`src/rtl/divider_pkg.sv`:
```
// Shared types and helpers for the programmable down-counting divider.
package divider_pkg;

    typedef enum logic {
        IDLE = 1'b0,
        RUN  = 1'b1
    } state_t;

    // A divisor of zero behaves as divide-by-one so the counter never underflows.
    function automatic logic [31:0] eff_div(input logic [31:0] n);
        return (n == 32'd0) ? 32'd1 : n;
    endfunction

endpackage

```
`src/rtl/divider_load_shadow.sv`:
```
// Shadow register for divisor updates requested while the divider is running;
// the held value is released at the next reload and load_ready reopens after it.
module divider_load_shadow #(
    parameter int unsigned WIDTH = 8
) (
    input  logic             clock,
    input  logic             reset,
    input  logic             load_valid,
    input  logic [WIDTH-1:0] div_value,
    input  logic             in_run,
    input  logic             reload,
    output logic             load_ready,
    output logic             pending,
    output logic [WIDTH-1:0] shadow_value
);

    logic             pending_q, pending_d;
    logic [WIDTH-1:0] shadow_q, shadow_d;
    logic             capture;

    // A transfer on a reload edge goes straight to the divisor, so only mid-count loads are held.
    always_comb begin
        capture   = load_valid && !pending_q && in_run && !reload;
        pending_d = pending_q;
        if (reload) begin
            pending_d = 1'b0;
        end else if (capture) begin
            pending_d = 1'b1;
        end
        shadow_d = capture ? div_value : shadow_q;
    end

    always_ff @(posedge clock or negedge reset) begin
        if (!reset) begin
            pending_q <= 1'b0;
            shadow_q  <= '0;
        end else begin
            pending_q <= pending_d;
            shadow_q  <= shadow_d;
        end
    end

    assign load_ready   = !pending_q;
    assign pending      = pending_q;
    assign shadow_value = shadow_q;

endmodule

```
`src/rtl/clock_divider_down.sv`:
```
// Programmable down-counting divider: terminal tick plus optional divided waveform.
// Define DIV_CLK_OUT_EN to build the registered div_clk output; otherwise div_clk is tied low.
module clock_divider_down
    import divider_pkg::*;
#(
    parameter int unsigned WIDTH       = 8,
    parameter int unsigned DEFAULT_DIV = 4
) (
    input  logic             clock,
    input  logic             reset,
    input  logic             enable,
    input  logic [WIDTH-1:0] div_value,
    input  logic             load_valid,
    output logic             load_ready,
    output logic [WIDTH-1:0] count_out,
    output logic             tick,
    output logic             div_clk
);

    localparam logic [WIDTH-1:0] ONE     = WIDTH'(1);
    localparam logic [WIDTH-1:0] RST_DIV = WIDTH'(DEFAULT_DIV);
    localparam logic [WIDTH-1:0] RST_CNT = WIDTH'(DEFAULT_DIV - 1);

    function automatic logic [WIDTH-1:0] eff_w(input logic [WIDTH-1:0] n);
        return WIDTH'(eff_div(32'(n)));
    endfunction

    state_t           state_q, state_d;
    logic [WIDTH-1:0] div_q, div_d;
    logic [WIDTH-1:0] cnt_q, cnt_d;
    logic             transfer;
    logic             reload_run;
    logic             shadow_pending;
    logic [WIDTH-1:0] shadow_value;

    divider_load_shadow #(.WIDTH(WIDTH)) u_shadow (
        .clock        (clock),
        .reset        (reset),
        .load_valid   (load_valid),
        .div_value    (div_value),
        .in_run       (state_q == RUN),
        .reload       (reload_run),
        .load_ready   (load_ready),
        .pending      (shadow_pending),
        .shadow_value (shadow_value)
    );

    // Leaving RUN counts as a reload so a held divisor is never stranded in the shadow.
    always_comb begin
        transfer   = load_valid && load_ready;
        reload_run = (state_q == RUN) && ((cnt_q == '0) || !enable);

        div_d = div_q;
        if (transfer && ((state_q == IDLE) || reload_run)) begin
            div_d = div_value;
        end else if (reload_run && shadow_pending) begin
            div_d = shadow_value;
        end

        state_d = enable ? RUN : IDLE;

        if ((state_q == RUN) && !reload_run) begin
            cnt_d = cnt_q - ONE;
        end else begin
            cnt_d = eff_w(div_d) - ONE;
        end
    end

    always_ff @(posedge clock or negedge reset) begin
        if (!reset) begin
            state_q <= IDLE;
            div_q   <= RST_DIV;
            cnt_q   <= RST_CNT;
        end else begin
            state_q <= state_d;
            div_q   <= div_d;
            cnt_q   <= cnt_d;
        end
    end

    assign count_out = cnt_q;
    assign tick      = (state_q == RUN) && (cnt_q == '0);

`ifdef DIV_CLK_OUT_EN
    logic div_clk_q, div_clk_d;

    // Decoded from next-state values so the registered output lines up with count_out.
    always_comb begin
        div_clk_d = (state_d == RUN) && (cnt_d >= (eff_w(div_d) >> 1));
    end

    always_ff @(posedge clock or negedge reset) begin
        if (!reset) begin
            div_clk_q <= 1'b0;
        end else begin
            div_clk_q <= div_clk_d;
        end
    end

    assign div_clk = div_clk_q;
`else
    assign div_clk = 1'b0;
`endif

endmodule
```
`config.mk`:
```
export PLATFORM = sky130hd
export DESIGN_NAME = clock_divider_down
export DESIGN_NICKNAME = d
export VERILOG_FILES = /design/src/rtl/divider_pkg.sv /design/src/rtl/divider_load_shadow.sv /design/src/rtl/clock_divider_down.sv
export SDC_FILE = /design/constraint.sdc
export NUM_CORES = 1
export LEC_CHECK = 0
export ABC_CLOCK_PERIOD_IN_PS = 7300
export CELL_PAD_IN_SITES_DETAIL_PLACEMENT = 1
export CELL_PAD_IN_SITES_GLOBAL_PLACEMENT = 2
export CORE_MARGIN = 5
export CORE_UTILIZATION = 37
export DETAILED_ROUTE_END_ITERATION = 10
export PLACE_DENSITY = 0.84
export SYNTH_ARGS = -nofsm -noshare
export SYNTH_HDL_FRONTEND = slang
export SYNTH_SLANG_ARGS = --single-unit
```
`constraint.sdc`:
```
create_clock -name clock -period 7.3 [get_ports clock]
set_input_delay 1.46 -clock clock [delete_from_list [all_inputs] [get_ports clock]]
set_output_delay 1.46 -clock clock [all_outputs]
set_load 0.02 [all_outputs]
```
==> metrics.yaml, run 1 <==
outcome: "complete, no violations"
ctsHoldBuffers: 0
final_area_sq_um: 1760
via_count: 1181
numCtsBuffers: 3
rsz0062_at_grt: "no"
crit_path_start: "enable"
first_iter_violations: 63
antenna_found_initial: 0
seq_power_share_pct: 42.9
hold_start: "u_shadow.shadow_value[0]"
synthesis.nets: 139
io_pins: 23
pwr-share-clk_pct: 22.7
grt_pass1_vias: 1271
cts_setup_buffers: 0
ff2ff_path_depth: 11
routed_wl_microns: 4010
critPathLaunchType: "input port"
rrSetupSlack_ps: 3480
clock_latency_ps: 280
synth.area.top_cells: "dfrtp_1 (40%), mux2_2 (6.3%), dfstp_2 (5.5%)"
period_minus_slack_ps: 4790
grt_pass1_wl_microns: 6800
gr-total-overflow: 0
cts_resized: 0
worstMarginPinSlew_ps: 732
syn_to_final_growth_pct: 23.4
synth_top_area_share_pct: 40.3
mostFrequentLayoutCell: "dfrtp_1"
synthCells: 126
ys_seq_area_share_pct: 45.8
p_int_mw: 0.348
whs_ps: 517
grt_use_total_pct: 16.8
worstHoldPathCells: 1
die_x_microns: 72.1
cts_tree: "built"
ant_nets: 0
period_share_pct: 65.6
path_clk_slew_ps: 100
place_area_sq_um: 1690
first_pass_iters: 4
wl_per_cell_microns: 20.4
layout_common_cells: "dfrtp_1 (23), clkdlybuf4s50_1 (21), o21ai_0 (10)"
r2r_start: "count_out[2]"
die_h_microns: 72.1
ys_warn_count: 0
finClkSkew_ps: 4.62
ctsHtreeMaxLevel: 1
initial_utilization_pct: 38.7
postSynthAreaPerCell_sq_um: 11.3
switchingPower_mw: 0.199
row_count: 22
hold_path_class: "flip-flop to flip-flop"
setup_tns_ps: 0
slew_headroom_pct: 51.1
diodes: 0
ys_seq_elements: 26
cp.required_ps: 7440
synthDominantAreaCellType: "dfrtp_1"
critPathArrivalTime_ps: 4930
crit_type: "input port to flip-flop"
drc_errors: 0
die_area_sq_um: 5200
port_buffers: 21
via_per_inst: 5.99
fmaxAchievable_mhz: 209
setup_violations: 0
place_hpwl_microns: 2860
p_leak_nw: 0.666
finalNetCount: 163
core_sq_um: 3690
cts_sinks: 26
peakVddDrop_mv: 0.0980
grt_max_degree: 27
clock_path_buffers: 2
powerDensity_nw_per_um2: 310
cap_violations: 0
r2r-end: "count_out[4]"
crit_fanout: 10
synth_area_sq_um: 1430
ctsRootBufferMaster: "clkbuf_8"
pwr-share-comb_pct: 34.4
layout-drive-gt1-share_pct: 18.8
cp-end-kind: "flip-flop"
hold_end: "u_shadow.shadow_value[0]"
hold_viol: 0
slew_viol_final: 0
swShare_pct: 36.4
synth.distinct_cells: 46
gp_congestion: 0.848
how the worst max path moves through the flow:
stage | to | slack [ps] | cells after the start
global placement | count_out[4] | 2490 | 12
floorplan | count_out[4] | 3540 | 11
CTS | count_out[4] | 2490 | 12
global route | count_out[4] | 2270 | 12
finish | count_out[4] | 2510 | 12
detailed placement | count_out[4] | 2250 | 12
state kept, by name, indices dropped and copies added (netlist names):
signal and cells:
u_shadow.pending 1, state_q 1, div_q 8, u_shadow.shadow_value 8
count_out 8
critical path, cell delays in order:
cell and delay, ps:
clkdlybuf4s50_1 580, and2_1 220, a21boi_1 630, nor3_1 130, a31oi_1 490, or4_1 230
o21a_1 170, ha_1 260, inv_1 60, a2111oi_0 430, xnor2_1 180, o211ai_1 90
metrics by stage:
step	cells	setup WS (ps)	utilization [%]	power, mW
3_3_place_gp	193	2490	45.8	0.417
3_5_place_dp	193	2250	45.8	0.424
4_1_cts	197	2490	47.8	0.550
5_1_grt	197	2270	47.8	0.577
6_report	197	2510	47.8	0.547
2_1_floorplan	126	3540	-	0.340
metal layers:
layer  part of all wire, %  GRT usage [%]  up-vias
li1                      -              -      541
met1                    46           23.1      616
met2                    50           27.4       20
met3                   3.0           2.08        4
met4                   1.4           5.64        0
met5                     0              0        -
power groups by stage:
stage	clock network (mW)	logic, mW	registers, mW
detailed placement	0	0.187	0.237
finish	0.124	0.188	0.235
floorplan	0	0.0954	0.245
CTS	0.125	0.190	0.235
global placement	0	0.183	0.234
global route	0.132	0.205	0.241
logic make-up (layout without fill, tap and decap cells):
| group | Yosys count | after routing | synth area share [%] |
|---|---|---|---|
| compound gates | 41 | 41 | 23.4 |
| simple gates | 34 | 34 | 15.7 |
| other cells | 1 | 1 | 0.263 |
| flops | 26 | 26 | 45.8 |
| xor+xnor | 4 | 4 | 2.45 |
| buf+inv | 7 | 30 | 2.37 |
| fa+ha+maj | 1 | 1 | 0.876 |
| mux | 12 | 12 | 9.12 |
Yosys cell counts (all sizes together):
master and instances:
o221ai 1, nand3 3, dfrtp 23, and2 3
o21a 1, dfstp 3, nor4 3, o211a 1
xnor2 3, o211ai 3, or4 7, ha 1
a2111oi 1, o41ai 2, o31a 1, mux2 8
clkbuf 1, a2bb2oi 5, mux2i 4, buf 3
nor3b 1, a21oi 4, nand4 1, and3 1
a32oi 5, o21ai 10, a21boi 2, or3 4
nand2b 1, o31ai 1, nor3 3, a31oi 4
inv 3, nor2b 1, nor2 3, xor2 1
conb 1, nand2 3
layout make-up:
| cell class | instances | area [sq um] |
|---|---|---|
| Multi-Input combinational cell | 93 | 739 |
| Clock inverter | 1 | 30.0 |
| Clock buffer | 3 | 41.3 |
| Fill cell | 421 | 1930 |
| Timing Repair Buffer | 23 | 225 |
| Sequential cell | 26 | 654 |
| Tap cell | 48 | 60.1 |
| Inverter | 3 | 11.3 |
Note: power is estimated with default switching activity, not from simulation.
==> inputs of run 2 (changes only) <==
ABC_CLOCK_PERIOD_IN_PS = 4000   (was 7300)
CORE_UTILIZATION = 31   (was 37)
PLACE_DENSITY = 0.76   (was 0.84)
clock period = 4 ns   (was 7.3 ns; I/O delays follow)
==> metrics.yaml, run 2 (synthesis results as in run 1) <==
outcome: "complete, no violations"
layout_common_cells: "dfrtp_1 (23), clkdlybuf4s50_1 (21), o21ai_0 (10)"
ff2ff_path_depth: 11  # unchanged
cp_top_family: "compound AO/OA/AOI/OAI gates"
seq_power_share_pct: 45.1  # +2.2 points
first_pass_iters: 4  # unchanged
gp_congestion: 0.770  # -9.2%
critPathArrivalTime_ps: 3780  # -1150 ps
clock_path_buffers: 2  # unchanged
worstHoldPathCells: 1  # unchanged
grt_pass1_vias: 1266  # -0.39%
row_count: 24  # +9.1%
worstMarginPinSlew_ps: 721  # -11.4 ps
cp_slowest_cell: "clkdlybuf4s50_1"
drc_errors: 0  # unchanged
slew_headroom_pct: 51.8  # +0.69 points
via_per_inst: 5.66  # -5.6%
initial_utilization_pct: 32.3  # -6.4 points
hold_end: "u_shadow.shadow_value[6]"
layout-drive-gt1-share_pct: 21.8  # +3.0 points
setup_violations: 0  # unchanged
crit_type: "input port to flip-flop"
r2r_start: "count_out[2]"
gr-total-overflow: 0  # unchanged
period_share_pct: 90.5
hold_path_class: "flip-flop to flip-flop"
setup_slack_ps: 380  # -2130 ps
ctsHtreeMaxLevel: 1  # unchanged
period_minus_slack_ps: 3620
die_x_microns: 77.9  # +8.0%
setup_tns_ps: 0  # unchanged
antenna_found_initial: 0  # unchanged
path_clk_slew_ps: 90  # about the same
cp.required_ps: 4160  # -3280 ps
pwr-share-comb_pct: 38.2  # +3.8 points
grt_max_degree: 27  # unchanged
p_int_mw: 0.588  # +69%
cts_resized: 0  # unchanged
swShare_pct: 37.7  # +1.3 points
hold_viol: 0  # unchanged
rrSetupSlack_ps: 420  # -3060 ps
slowest_delay_ps: 560  # -70 ps
rsz0062_at_grt: "no"
numCtsBuffers: 3  # unchanged
cap_violations: 0  # unchanged
cts_sinks: 26  # unchanged
syn_to_final_growth_pct: 25.6
switchingPower_mw: 0.356  # +79%
wl_per_cell_microns: 19.1  # -6.3%
preCtsSetupSlack_ps: 131  # -2110 ps
grt_use_total_pct: 13.6  # -3.3 points
ant_nets: 0  # unchanged
crit_fanout: 8  # -2
cp_num_buf_inv: 2  # unchanged
mostFrequentLayoutCell: "dfrtp_1"
slew_viol_final: 0  # unchanged
port_buffers: 21  # unchanged
routed_wl_microns: 3970  # -1.0%
finalNetCount: 170  # +4.3%
core_sq_um: 4410  # +20%
fmaxAchievable_mhz: 276
r2r-end: "count_out[4]"
cp-end-kind: "flip-flop"
critPathLaunchType: "input port"
p_leak_nw: 0.687  # +3.2%
fin_util_pct: 40.6  # -7.1 points
ctsRootBufferMaster: "clkbuf_8"
die_h_microns: 77.9  # +8.0%
peakVddDrop_mv: 0.160  # +63%
powerDensity_nw_per_um2: 526  # +70%
via_count: 1177  # -0.34%
whs_ps: 517  # -0.203 ps
diodes: 0  # unchanged
grt_pass1_wl_microns: 6510  # -4.4%
fill_cells: 488  # +16%
pwr-share-clk_pct: 16.7  # -6.0 points
ctsHoldBuffers: 0  # unchanged
cts_tree: "built"
cts_setup_buffers: 0  # unchanged
crit_chain: "clkdlybuf4s50_1 > a21boi_1 > o21ai_0 > a2bb2oi_1 > or4_1 > o21a_1 > ha_1 > inv_1 > a2111oi_0 > xnor2_1 > o211ai_1"
io_pins: 23  # unchanged
clock_latency_ps: 280  # about the same
first_iter_violations: 59  # -6.3%
hold_start: "u_shadow.shadow_value[6]"
place_hpwl_microns: 3030  # +5.9%
die_area_sq_um: 6060  # +17%
finClkSkew_ps: 2.52  # -2.10 ps
-- run 2: changes by cell type in the layout (fill, tap and decap cells not counted), sizes merged --
cell,before,now
clkbuf,3,4
bufinv,1,0
buf,2,9
-- run 2: worst max path at each step --
stage | slack, ps | cells past startpoint | start | to
6_report | 380 | 11 | enable | count_out[4]
3_5_place_dp | 130 | 11 | enable | count_out[4]
3_3_place_gp | 300 | 12 | enable | count_out[4]
4_1_cts | 420 | 11 | enable | count_out[4]
2_1_floorplan | 860 | 11 | count_out[4] | count_out[4]
5_1_grt | 200 | 11 | enable | count_out[4]
-- run 2: power by group through the flow --
stage | logic [mW] | clock network, mW | registers, mW
after global routing | 0.388 | 0.173 | 0.437
after floorplan | 0.174 | 0 | 0.446
final | 0.360 | 0.158 | 0.426
after global placement | 0.355 | 0 | 0.426
after detailed placement | 0.363 | 0 | 0.433
after CTS | 0.364 | 0.162 | 0.427
-- run 2: per-layer routing --
metal,track usage (%),vias to the layer above,wire [microns]
li1,-,554,-
met1,17.0,595,1790
met2,22.5,23,1930
met3,2.55,5,164
met4,6.19,0,79
met5,0,-,0
-- run 2: area by class of cell --
| cell class | count | area, sq um | share of cell area, % |
|---|---|---|---|
| Multi-Input combinational cell | 93 | 739 | 41.2 |
| Clock buffer | 4 | 45.0 | 2.51 |
| Timing Repair Buffer | 30 | 278 | 15.5 |
| Inverter | 3 | 11.3 | 0.628 |
| Sequential cell | 26 | 654 | 36.5 |
| Tap cell | 52 | 65.1 | 3.63 |
-- run 2: per-stage QoR --
step / instances / area, sq um / power, mW
final: 208 / 1790 / 0.944
after global routing: 208 / 1790 / 0.998
after CTS: 208 / 1790 / 0.954
after detailed placement: 204 / 1750 / 0.796
after global placement: 204 / 1750 / 0.782
after floorplan: 126 / 1430 / 0.621
==> inputs of run 3 (changes only) <==
==> constraint.sdc (replaced) <==
create_clock -name clock -period 4 [get_ports clock]
set_input_delay 0.8 -clock clock [delete_from_list [all_inputs] [get_ports clock]]
set_output_delay 0.8 -clock clock [all_outputs]
set_load 0.05 [all_outputs]
==> results of run 3 <==
The final DEF is identical to that of run 2. Status: complete, no violations.
Among the figures that moved: total power 0.944 mW -> 1.02 mW; worst IR drop on VDD 0.160 mV -> 0.161 mV
